[config.mk]
export PLATFORM = sky130hd
export DESIGN_NAME = fetch_unit
export DESIGN_NICKNAME = d
export VERILOG_FILES = /design/src/rtl/fetch_pkg.sv /design/src/rtl/fetch_queue.sv /design/src/rtl/fetch_unit.sv
export SDC_FILE = /design/constraint.sdc
export NUM_CORES = 1
export LEC_CHECK = 0
export ABC_AREA = 1
export BUFFER_PORTS_ARGS = -buffer_cell sky130_fd_sc_hd__buf_2
export CORE_MARGIN = 3
export CORE_UTILIZATION = 29
export DETAILED_ROUTE_END_ITERATION = 12
export PLACE_DENSITY = 0.46
export SLEW_MARGIN = 20
export SYNTH_ARGS = -nofsm -noshare
export SYNTH_HDL_FRONTEND = slang
export SYNTH_SLANG_ARGS = --single-unit
[constraint.sdc]
create_clock -name clk -period 5.32 [get_ports clk]
set_input_delay 1.064 -clock clk [delete_from_list [all_inputs] [get_ports clk]]
set_output_delay 1.064 -clock clk [all_outputs]
set_load 0.01 [all_outputs]
[src/rtl/fetch_pkg.sv]
// Shared types and constants for the instruction fetch unit.
package fetch_pkg;

  typedef enum logic [1:0] {
    IDLE  = 2'd0,
    WAIT  = 2'd1,
    DRAIN = 2'd2
  } fetch_state_e;

  localparam logic [63:0] FETCH_RESET_PC = 64'h0;

endpackage

[src/rtl/fetch_queue.sv]
// Synchronous FIFO holding fetched {instr, pc4} pairs; flush empties it in one cycle.
module fetch_queue #(
  parameter int W     = 64,
  parameter int DEPTH = 2,
  localparam int AW   = $clog2(DEPTH),
  localparam int CW   = AW + 1
) (
  input  logic          clk,
  input  logic          rst,
  input  logic          push_i,
  input  logic          pop_i,
  input  logic          flush_i,
  input  logic [W-1:0]  din_i,
  output logic [W-1:0]  dout_o,
  output logic          full_o,
  output logic          empty_o,
  output logic [CW-1:0] count_o
);

  logic [W-1:0]  mem_q [DEPTH];
  logic [AW-1:0] rd_q, wr_q;
  logic [CW-1:0] cnt_q;
  logic          do_push, do_pop;

  assign empty_o = (cnt_q == '0);
  assign full_o  = (cnt_q == CW'(DEPTH));
  assign count_o = cnt_q;
  assign dout_o  = mem_q[rd_q];

  assign do_pop  = pop_i && !empty_o;
  assign do_push = push_i && (!full_o || do_pop);

  // Pointers wrap naturally because DEPTH is a power of two.
  always_ff @(posedge clk or posedge rst) begin
    if (rst) begin
      rd_q  <= '0;
      wr_q  <= '0;
      cnt_q <= '0;
    end else if (flush_i) begin
      rd_q  <= '0;
      wr_q  <= '0;
      cnt_q <= '0;
    end else begin
      if (do_push) wr_q <= wr_q + 1'b1;
      if (do_pop)  rd_q <= rd_q + 1'b1;
      cnt_q <= cnt_q + CW'(do_push) - CW'(do_pop);
    end
  end

  always_ff @(posedge clk) begin
    if (do_push) mem_q[wr_q] <= din_i;
  end

endmodule

[src/rtl/fetch_unit.sv]
// Instruction fetch: one outstanding memory request, DEPTH-entry queue, redirect flush.
// Define FETCH_BYPASS_EN to forward an acked word straight to the output when the queue is empty.
module fetch_unit
  import fetch_pkg::*;
#(
  parameter int          N        = 32,
  parameter int          DEPTH    = 2,
  parameter logic [N-1:0] RESET_PC = N'(FETCH_RESET_PC)
) (
  input  logic         clk,
  input  logic         rst,
  output logic         imem_req,
  output logic [N-1:0] imem_addr,
  input  logic         imem_ack,
  input  logic [N-1:0] imem_rdata,
  input  logic         redirect,
  input  logic [N-1:0] redirect_pc,
  input  logic         stall,
  output logic         out_valid,
  output logic [N-1:0] out_instr,
  output logic [N-1:0] out_pc4
);

  localparam int CW = $clog2(DEPTH) + 1;

  fetch_state_e   state_q, state_d;
  logic [N-1:0]   pc_q, pc_d;
  logic [N-1:0]   addr_q, addr_d;
  logic [N-1:0]   pc4;
  logic           push, pop, full, empty, byp_valid, byp_take;
  logic [2*N-1:0] head;
  logic [CW-1:0]  count;

  assign pc4 = pc_q + N'(4);

  fetch_queue #(.W(2*N), .DEPTH(DEPTH)) u_queue (
    .clk     (clk),
    .rst     (rst),
    .push_i  (push),
    .pop_i   (pop),
    .flush_i (redirect),
    .din_i   ({imem_rdata, pc4}),
    .dout_o  (head),
    .full_o  (full),
    .empty_o (empty),
    .count_o (count)
  );

  always_comb begin
    byp_valid = 1'b0;
`ifdef FETCH_BYPASS_EN
    byp_valid = empty && (state_q == WAIT) && imem_ack;
`endif
    byp_take  = byp_valid && !stall;
    out_valid = !empty || byp_valid;
    out_instr = '0;
    out_pc4   = '0;
    if (!empty) begin
      out_instr = head[2*N-1:N];
      out_pc4   = head[N-1:0];
    end else if (byp_valid) begin
      out_instr = imem_rdata;
      out_pc4   = pc4;
    end
  end

  assign pop = !empty && !stall && !redirect;

  always_comb begin
    state_d   = state_q;
    pc_d      = pc_q;
    addr_d    = addr_q;
    push      = 1'b0;
    imem_req  = (state_q != IDLE);
    imem_addr = addr_q;
    case (state_q)
      IDLE: begin
        // Only IDLE issues, so outstanding is zero and the room check is count alone.
        if (!redirect && (count < CW'(DEPTH))) begin
          state_d = WAIT;
          addr_d  = pc_q;
        end
      end
      WAIT: begin
        if (redirect) begin
          state_d = imem_ack ? IDLE : DRAIN;
        end else if (imem_ack) begin
          state_d = IDLE;
          pc_d    = pc4;
          push    = !byp_take && (!full || pop);
        end
      end
      DRAIN: begin
        if (imem_ack) state_d = IDLE;
      end
      default: state_d = IDLE;
    endcase
    if (redirect) pc_d = redirect_pc;
  end

  always_ff @(posedge clk or posedge rst) begin
    if (rst) begin
      state_q <= IDLE;
      pc_q    <= RESET_PC;
      addr_q  <= RESET_PC;
    end else begin
      state_q <= state_d;
      pc_q    <= pc_d;
      addr_q  <= addr_d;
    end
  end

endmodule

==> results of run 1 <==
## state kept, by name (all words and copies together), names as in the netlist
register and flops:
imem_addr 32, pc_q 32, state_q 2, u_queue.count_o 2, u_queue.mem_q 128, u_queue.rd_q 1
u_queue.wr_q 1
## worst reg2reg max path, stage by stage, from the launching register on
cell and delay (ps):
dfrtp_1 410, nor2_1 130, nand2_1 100, nor2_2 90, buf_4 350, o31ai_1 290
nor2_4 130, buf_4 710
## kinds of logic (layout without fill, tap and decap cells)
logic type	Yosys count	in the layout	synth area share, %
and+or+nand+nor	399	399	18.92
DFF	198	198	65.28
AOI/OAI and AO/OA	132	132	8.044
buffers and inverters	111	278	5.051
xor gates and xnor gates	17	17	2.263
adders and majority gates	3	3	0.4380
## cell usage in the layout (no fill, tap or decap), types with 2 or more instances in the layout
cell / Yosys / layout
nand3_1: 20 / 19
nand2_2: 2 / 2
xor2_1: 10 / 10
dfrtp_1: 70 / 69
bufinv_16: 0 / 2
nor2_4: 7 / 10
o21ai_0: 56 / 56
a21oi_1: 65 / 65
nor2_1: 38 / 34
clkinv_4: 0 / 3
nor3_1: 4 / 4
nand2_1: 321 / 321
inv_1: 73 / 71
and2_1: 3 / 3
buf_2: 13 / 166
inv_2: 0 / 2
buf_4: 0 / 6
edfxtp_1: 128 / 128
inv_8: 0 / 3
ha_1: 3 / 3
clkbuf_16: 0 / 17
clkinv_2: 0 / 2
inv_6: 0 / 3
o211ai_1: 9 / 9
xor2_2: 6 / 6
nor2_2: 2 / 3
## through the flow
stage          instances  utilization [%]
2_1_floorplan        860                -
3_3_place_gp        1379            33.94
6_report            1411            36.01
3_5_place_dp        1379            33.94
5_1_grt             1411            36.01
4_1_cts             1411            35.99
## metal layers
| layer | track usage, % | vias to the layer above |
|---|---|---|
| met2 | 22.87 | 151 |
| met5 | 0 | - |
| li1 | - | 3104 |
| met3 | 2.760 | 11 |
| met4 | 3.370 | 0 |
| met1 | 20.21 | 2858 |
## power groups by stage
| stage | sequential, W | combinational, W | clock (W) |
|---|---|---|---|
| 6_report | 0.00199 | 0.000904 | 0.00131 |
| 4_1_cts | 0.00199 | 0.000932 | 0.00135 |
| 2_1_floorplan | 0.00206 | 0.000469 | 0 |
| 3_3_place_gp | 0.00203 | 0.000919 | 0 |
| 3_5_place_dp | 0.00202 | 0.000929 | 0 |
| 5_1_grt | 0.00202 | 0.00103 | 0.00141 |
## layout make-up
cell class	instances	area [um2]
fillers	2944	18520
flip-flops and latches	198	5597
multi-input cells	551	2580
repair buffers	173	895.9
well taps	384	480.5
clock buffers	17	425.4
inverters	73	274.0
clock inverters	15	167.7
## how the worst max path moves through the flow
stage,to,slack [ps],startpoint,cells after the start
6_report,out_valid,1800,u_queue.count_o[1]$_DFF_PP0_,4
5_1_grt,out_valid,1590,u_queue.count_o[1]$_DFF_PP0_,4
4_1_cts,out_valid,1680,u_queue.count_o[1]$_DFF_PP0_,4
3_5_place_dp,u_queue.mem_q[1][52]$_DFFE_PP_,1710,redirect,6
3_3_place_gp,u_queue.mem_q[1][49]$_DFFE_PP_,1750,redirect,6
2_1_floorplan,u_queue.mem_q[0][0]$_DFFE_PP_,710,imem_ack,4
==> flow_metrics.env, run 1 <==
export IMPL_outcome="completed"
export IMPL_cts_buffers=17
export IMPL_cts_hold_buf=0
export IMPL_intPower_w=0.002877
export IMPL_ys_ff_latch=198
export IMPL_pwr_share_clk_pct=31.1
export IMPL_clock_sinks=198
export IMPL_async_reset_ff_share_pct=35.35
export IMPL_synth_nets=932
export IMPL_r2r_slack_ps=2700
export IMPL_cts_tree="yes"
export IMPL_postCtsSetupRepairBufs=0
export IMPL_dr_wl_met3_um=1006
export IMPL_antenna_cells=0
export IMPL_switching_share_pct=31.49
export IMPL_cellPowerDensity_mw_per_mm2=403.0
export IMPL_place_gp_congestion=0.7813
export IMPL_grt_max_degree=66
export IMPL_clk_latency_ps=430
export IMPL_synth_top_cell_area_share_pct=44.85
export IMPL_antenna_left=0
export IMPL_ys_seq_area_share_pct=65.28
export IMPL_layout_drive_gt1_share_pct=22.49
export IMPL_vias=6124
export IMPL_routed_via_density=4.340
export IMPL_rr_endpoint="u_queue.mem_q[1][35]$_DFFE_PP_"
export IMPL_clock_skew_ps=15.29
export IMPL_ctsLongestPathBuffers=2
export IMPL_irDropWorstVdd_mv=0.2042
export IMPL_setup_violations=0
export IMPL_synthTopCellsByCount="nand2_1 (321), edfxtp_1 (128), inv_1 (73)"
export IMPL_wl_met1_um=10750
export IMPL_worstHoldEndpoint="imem_addr[29]$_DFFE_PP0P_"
export IMPL_crit_chain="nor2_4 > buf_4 > inv_1 > buf_2"
export IMPL_seqPwrFrac_pct=47.4
export IMPL_holdPathStages=2
export IMPL_synthDistinctLibCells=25
export IMPL_p_leak_nw=4.568
export IMPL_yosys_warnings=0
export IMPL_die_area_mm2=0.03165
export IMPL_dpl_hpwl_um=15270
export IMPL_place_ws_ps=1711
export IMPL_cp_buffers_inverters=3
export IMPL_h_tree_depth=4
export IMPL_drc=0
export IMPL_synth_area_top_cells="edfxtp_1 (45%), dfrtp_1 (20%), nand2_1 (14%)"
export IMPL_rsz0062_at_grt="false"
export IMPL_syn_area_mm2=0.008571
export IMPL_cpLargestDelayFamily="buffers and inverters"
export IMPL_first_pass_iters=5
export IMPL_synth_most_common_cell="nand2_1"
export IMPL_timing_rr_start="state_q[1]$_DFFE_PP0P_"
export IMPL_slowest_delay_ps=740
export IMPL_crit_arrival_ps=2460
export IMPL_yosys_most_used_dff="edfxtp_1"
export IMPL_antenna_found_initial=0
export IMPL_setup_worst_path_end_class="output port"
export IMPL_critical_path_required_ps=4260
export IMPL_first_iter_violations=333
export IMPL_fmax_mhz=283.9
export IMPL_die_h_um=177.9
export IMPL_core_area_mm2=0.02894
export IMPL_dr_wl_met2_um=10440
export IMPL_cp_start_kind="flip-flop"
export IMPL_worstSetupPathType="reg2out"
export IMPL_grt_ovfl_total=0
export IMPL_final_nets=1086
export IMPL_yosysTopAreaCell="edfxtp_1"
export IMPL_cts_resized=0
export IMPL_p_comb_share_pct=21.5
export IMPL_routedWlPerCell_um=15.85
export IMPL_detail_route_wirelength_um=22360
export IMPL_final_max_slew_viol_count=0
export IMPL_timing_final_ws_setup_ps=1797
export IMPL_final_hold_viol_count=0
export IMPL_fp_row_count=62
export IMPL_period_share_pct=66.22
export IMPL_cts_root_buf="clkbuf_16"
export IMPL_switching_power_w=0.001322
export IMPL_grt_usage_pct=14.34
export IMPL_stdcell_area_mm2=0.01042
export IMPL_whs_ps=484.5
export IMPL_clk_pin_slew_worst_paths_ps=70
export IMPL_ios=167
export IMPL_highest_layer="met4"
export IMPL_slew_headroom_pct=30.09
export IMPL_worstHoldPathType="reg2reg"
export IMPL_placedInstanceArea_mm2=0.009819
export IMPL_min_delay_start="imem_addr[29]$_DFFE_PP0P_"
export IMPL_cap_violations=0
export IMPL_period_minus_slack_ps=3523
export IMPL_portBuffers=166
export IMPL_grt_pass1_wl_um=34270
export IMPL_grt_pass1_vias=6006
export IMPL_power_w=0.004200
export IMPL_syn_instance_count=860
export IMPL_areaGrowthSynthToFinish_pct=21.58
export IMPL_worst_slew_pin_slew_ps=1046
export IMPL_setup_tns_ps=0
export IMPL_initial_core_util_pct=29.62
export IMPL_synth_edf_count=128
export IMPL_crit_fanout=36
export IMPL_synth_avg_cell_area_um2=9.966
export IMPL_rr_worst_depth=7
export IMPL_cpMaxStageDelayCell="nor2_4"
export IMPL_dieWidth_um=177.9
Note: power is estimated with default switching activity, not from simulation.
==> run 2: changes to the inputs <==
--- a/config.mk
+++ b/config.mk
@@ -5,12 +5,12 @@
 export SDC_FILE = /design/constraint.sdc
 export NUM_CORES = 1
 export LEC_CHECK = 0
-export ABC_AREA = 1
+export ABC_AREA = 0
 export BUFFER_PORTS_ARGS = -buffer_cell sky130_fd_sc_hd__buf_2
 export CORE_MARGIN = 3
 export CORE_UTILIZATION = 29
 export DETAILED_ROUTE_END_ITERATION = 12
-export PLACE_DENSITY = 0.46
+export PLACE_DENSITY = 0.48
 export SLEW_MARGIN = 20
 export SYNTH_ARGS = -nofsm -noshare
 export SYNTH_HDL_FRONTEND = slang
==> constraint.sdc (replaced) <==
create_clock -name clk -period 3 [get_ports clk]
set_input_delay 0.6 -clock clk [delete_from_list [all_inputs] [get_ports clk]]
set_output_delay 0.6 -clock clk [all_outputs]
set_load 0.01 [all_outputs]
==> run 2 against run 1 <==
  * Combinational power increased by 16%
  * Clock power grew 76%
  * Routed wire length shrank 4.4%
  * Via count shrank 12%
  * Global-route usage down 0.75 points
  * Core utilization up 0.40 points
  * Die area is 0.58% lower
  * Area after synthesis is 0.60% lower
  * Sequential power rose by 68%
  * Largest power group unchanged
==> flow_metrics.env, run 2 <==
export IMPL_ys_seq_area_share_pct=65.68
export IMPL_core_area_mm2=0.02886
export IMPL_postCtsSetupRepairBufs=0
export IMPL_synth_most_common_cell="edfxtp_1"
export IMPL_wl_met1_um=10260
export IMPL_r2r_slack_ps=630
export IMPL_layout_drive_gt1_share_pct=32.93
export IMPL_final_cell_mix="buf_2 (166), edfxtp_1 (128), nor2_1 (81)"
export IMPL_multi_input_area_mm2=0.002768
export IMPL_yosys_most_used_dff="edfxtp_1"
export IMPL_setup_worst_path_end_class="output port"
export IMPL_rr_endpoint="u_queue.mem_q[1][26]$_DFFE_PP_"
export IMPL_crit_chain="buf_12 > mux2i_1 > nor2_1 > buf_2"
export IMPL_yosysTopAreaCell="edfxtp_1"
export IMPL_synth_top_cell_area_share_pct=45.12
export IMPL_setup_violations=0
export IMPL_synth_avg_cell_area_um2=13.46
export IMPL_final_common_cell="buf_2"
export IMPL_antenna_found_initial=1
export IMPL_crit_arrival_ps=2180
export IMPL_async_reset_ff_share_pct=35.35
export IMPL_areaGrowthSynthToFinish_pct=23.34
export IMPL_cpLargestDelayFamily="flip-flops"
export IMPL_cp_start_kind="flip-flop"
export IMPL_synthTopCellsByCount="edfxtp_1 (128), nor2_1 (83), dfrtp_1 (70)"
export IMPL_vias=5393
export IMPL_dr_wl_met3_um=1066
export IMPL_place_gp_congestion=0.7668
export IMPL_cts_hold_buf=0
export IMPL_timing_rr_start="pc_q[2]$_DFFE_PP0P_"
export IMPL_irDropWorstVdd_mv=0.2645
export IMPL_grt_pass1_wl_um=32390
export IMPL_grt_usage_pct=13.59
export IMPL_clock_skew_ps=11.23
export IMPL_antenna_left=0
export IMPL_cpMaxStageDelayCell="dfrtp_4"
export IMPL_grt_max_degree=51
export IMPL_rr_worst_depth=6
export IMPL_cts_tree="yes"
export IMPL_yosys_warnings=0
export IMPL_instances_no_fill=1201
export IMPL_cap_violations=0
export IMPL_cts_resized=0
export IMPL_routedWlPerCell_um=17.81
export IMPL_seqCellArea_mm2=0.005599
export IMPL_place_ws_ps=612.1
export IMPL_highest_layer="met5"
export IMPL_drc=0
export IMPL_fmax_mhz=359.5
export IMPL_placedInstanceArea_mm2=0.009913
export IMPL_p_leak_nw=4.112
export IMPL_slew_headroom_pct=48.03
export IMPL_ios=167
export IMPL_dieWidth_um=177.4
export IMPL_worstHoldPathType="in2async"
export IMPL_clk_latency_ps=430
export IMPL_cp_num_cells=4
export IMPL_die_area_mm2=0.03147
export IMPL_whs_ps=231.0
export IMPL_syn_instance_count=633
export IMPL_worst_slew_pin_slew_ps=772.5
export IMPL_grt_ovfl_total=0
export IMPL_synth_area_top_cells="edfxtp_1 (45%), dfrtp_1 (21%), mux2i_1 (7.5%)"
export IMPL_fillers=2851
export IMPL_cts_root_buf="clkbuf_16"
export IMPL_grt_pass1_vias=5499
export IMPL_initial_core_util_pct=29.52
export IMPL_h_tree_depth=4
export IMPL_first_pass_iters=4
export IMPL_clock_sinks=198
export IMPL_cellPowerDensity_mw_per_mm2=636.1
export IMPL_outcome="completed"
export IMPL_synth_nets=705
export IMPL_cp_buffers_inverters=2
export IMPL_slowest_delay_ps=920
export IMPL_fp_row_count=62
export IMPL_routed_via_density=4.490
export IMPL_ys_ff_latch=198
export IMPL_top_register="u_queue.mem_q"
export IMPL_stdcell_area_mm2=0.01051
export IMPL_synth_edf_count=128
export IMPL_cts_buffers=17
export IMPL_antenna_cells=0
export IMPL_ctsLongestPathBuffers=2
export IMPL_final_hold_viol_count=0
export IMPL_portBuffers=166
export IMPL_final_max_slew_viol_count=0
export IMPL_syn_area_mm2=0.008519
export IMPL_setup_tns_ps=0
export IMPL_detail_route_wirelength_um=21390
export IMPL_largest_reg_flops=128
export IMPL_dpl_hpwl_um=15010
export IMPL_period_minus_slack_ps=2781
export IMPL_first_iter_violations=262
export IMPL_worstSetupPathType="reg2out"
export IMPL_final_nets=876
export IMPL_rsz0062_at_grt="false"
export IMPL_critical_path_required_ps=2400
export IMPL_timing_final_ws_setup_ps=218.6
export IMPL_crit_fanout=39
export IMPL_synthDistinctLibCells=43
export IMPL_dr_wl_met2_um=9915
export IMPL_period_share_pct=92.71
export IMPL_clk_pin_slew_worst_paths_ps=80
export IMPL_die_h_um=177.4
export IMPL_placed_cells=1169
[run 2: worst max path at each step]
stage	from	end
5_1_grt	u_queue.rd_q$_DFFE_PP0P_	out_instr[1]
3_3_place_gp	u_queue.rd_q$_DFFE_PP0P_	out_instr[1]
3_5_place_dp	pc_q[2]$_DFFE_PP0P_	pc_q[16]$_DFFE_PP0P_
2_1_floorplan	redirect	u_queue.mem_q[0][0]$_DFFE_PP_
6_report	u_queue.rd_q$_DFFE_PP0P_	out_instr[1]
4_1_cts	u_queue.rd_q$_DFFE_PP0P_	out_instr[1]
[run 2: metrics by stage]
step	total power [W]	utilization, %
2_1_floorplan	0.003970	-
3_3_place_gp	0.004465	34.35
3_5_place_dp	0.004475	34.35
4_1_cts	0.006798	36.41
5_1_grt	0.007018	36.41
6_report	0.006684	36.41
[run 2: layout make-up]
cell class | instances | share of cell area [%]
Sequential cell | 198 | 53.29
Multi-Input combinational cell | 392 | 26.34
Clock inverter | 14 | 1.572
Timing Repair Buffer | 186 | 9.812
Tap cell | 384 | 4.573
Clock buffer | 18 | 4.084
Inverter | 9 | 0.3334
[run 2: kinds of logic after synthesis]
group / count (synthesis) / synth area share, %
simple gates: 200 / 11.51
buf+inv: 43 / 2.115
flops: 198 / 65.68
compound gates: 44 / 3.378
mux: 99 / 12.15
fa+ha+maj: 3 / 0.4406
xor+xnor: 46 / 4.729
[run 2: report_power, final]
group	switching (W)	internal [W]	leakage [nW]	total, W
logic	0.000574	0.000472	1.80	0.00105
registers	0.000192	0.00315	2.02	0.00334
clock network	0.00111	0.00119	0.292	0.00230
total	0.00187	0.00481	4.11	0.00668
[run 2: routing by layer]
metal | global-route usage (%) | vias up
met3 | 3.295 | 9
met1 | 18.94 | 2618
met4 | 2.683 | 2
met2 | 21.70 | 137
met5 | 0 | -
li1 | - | 2627
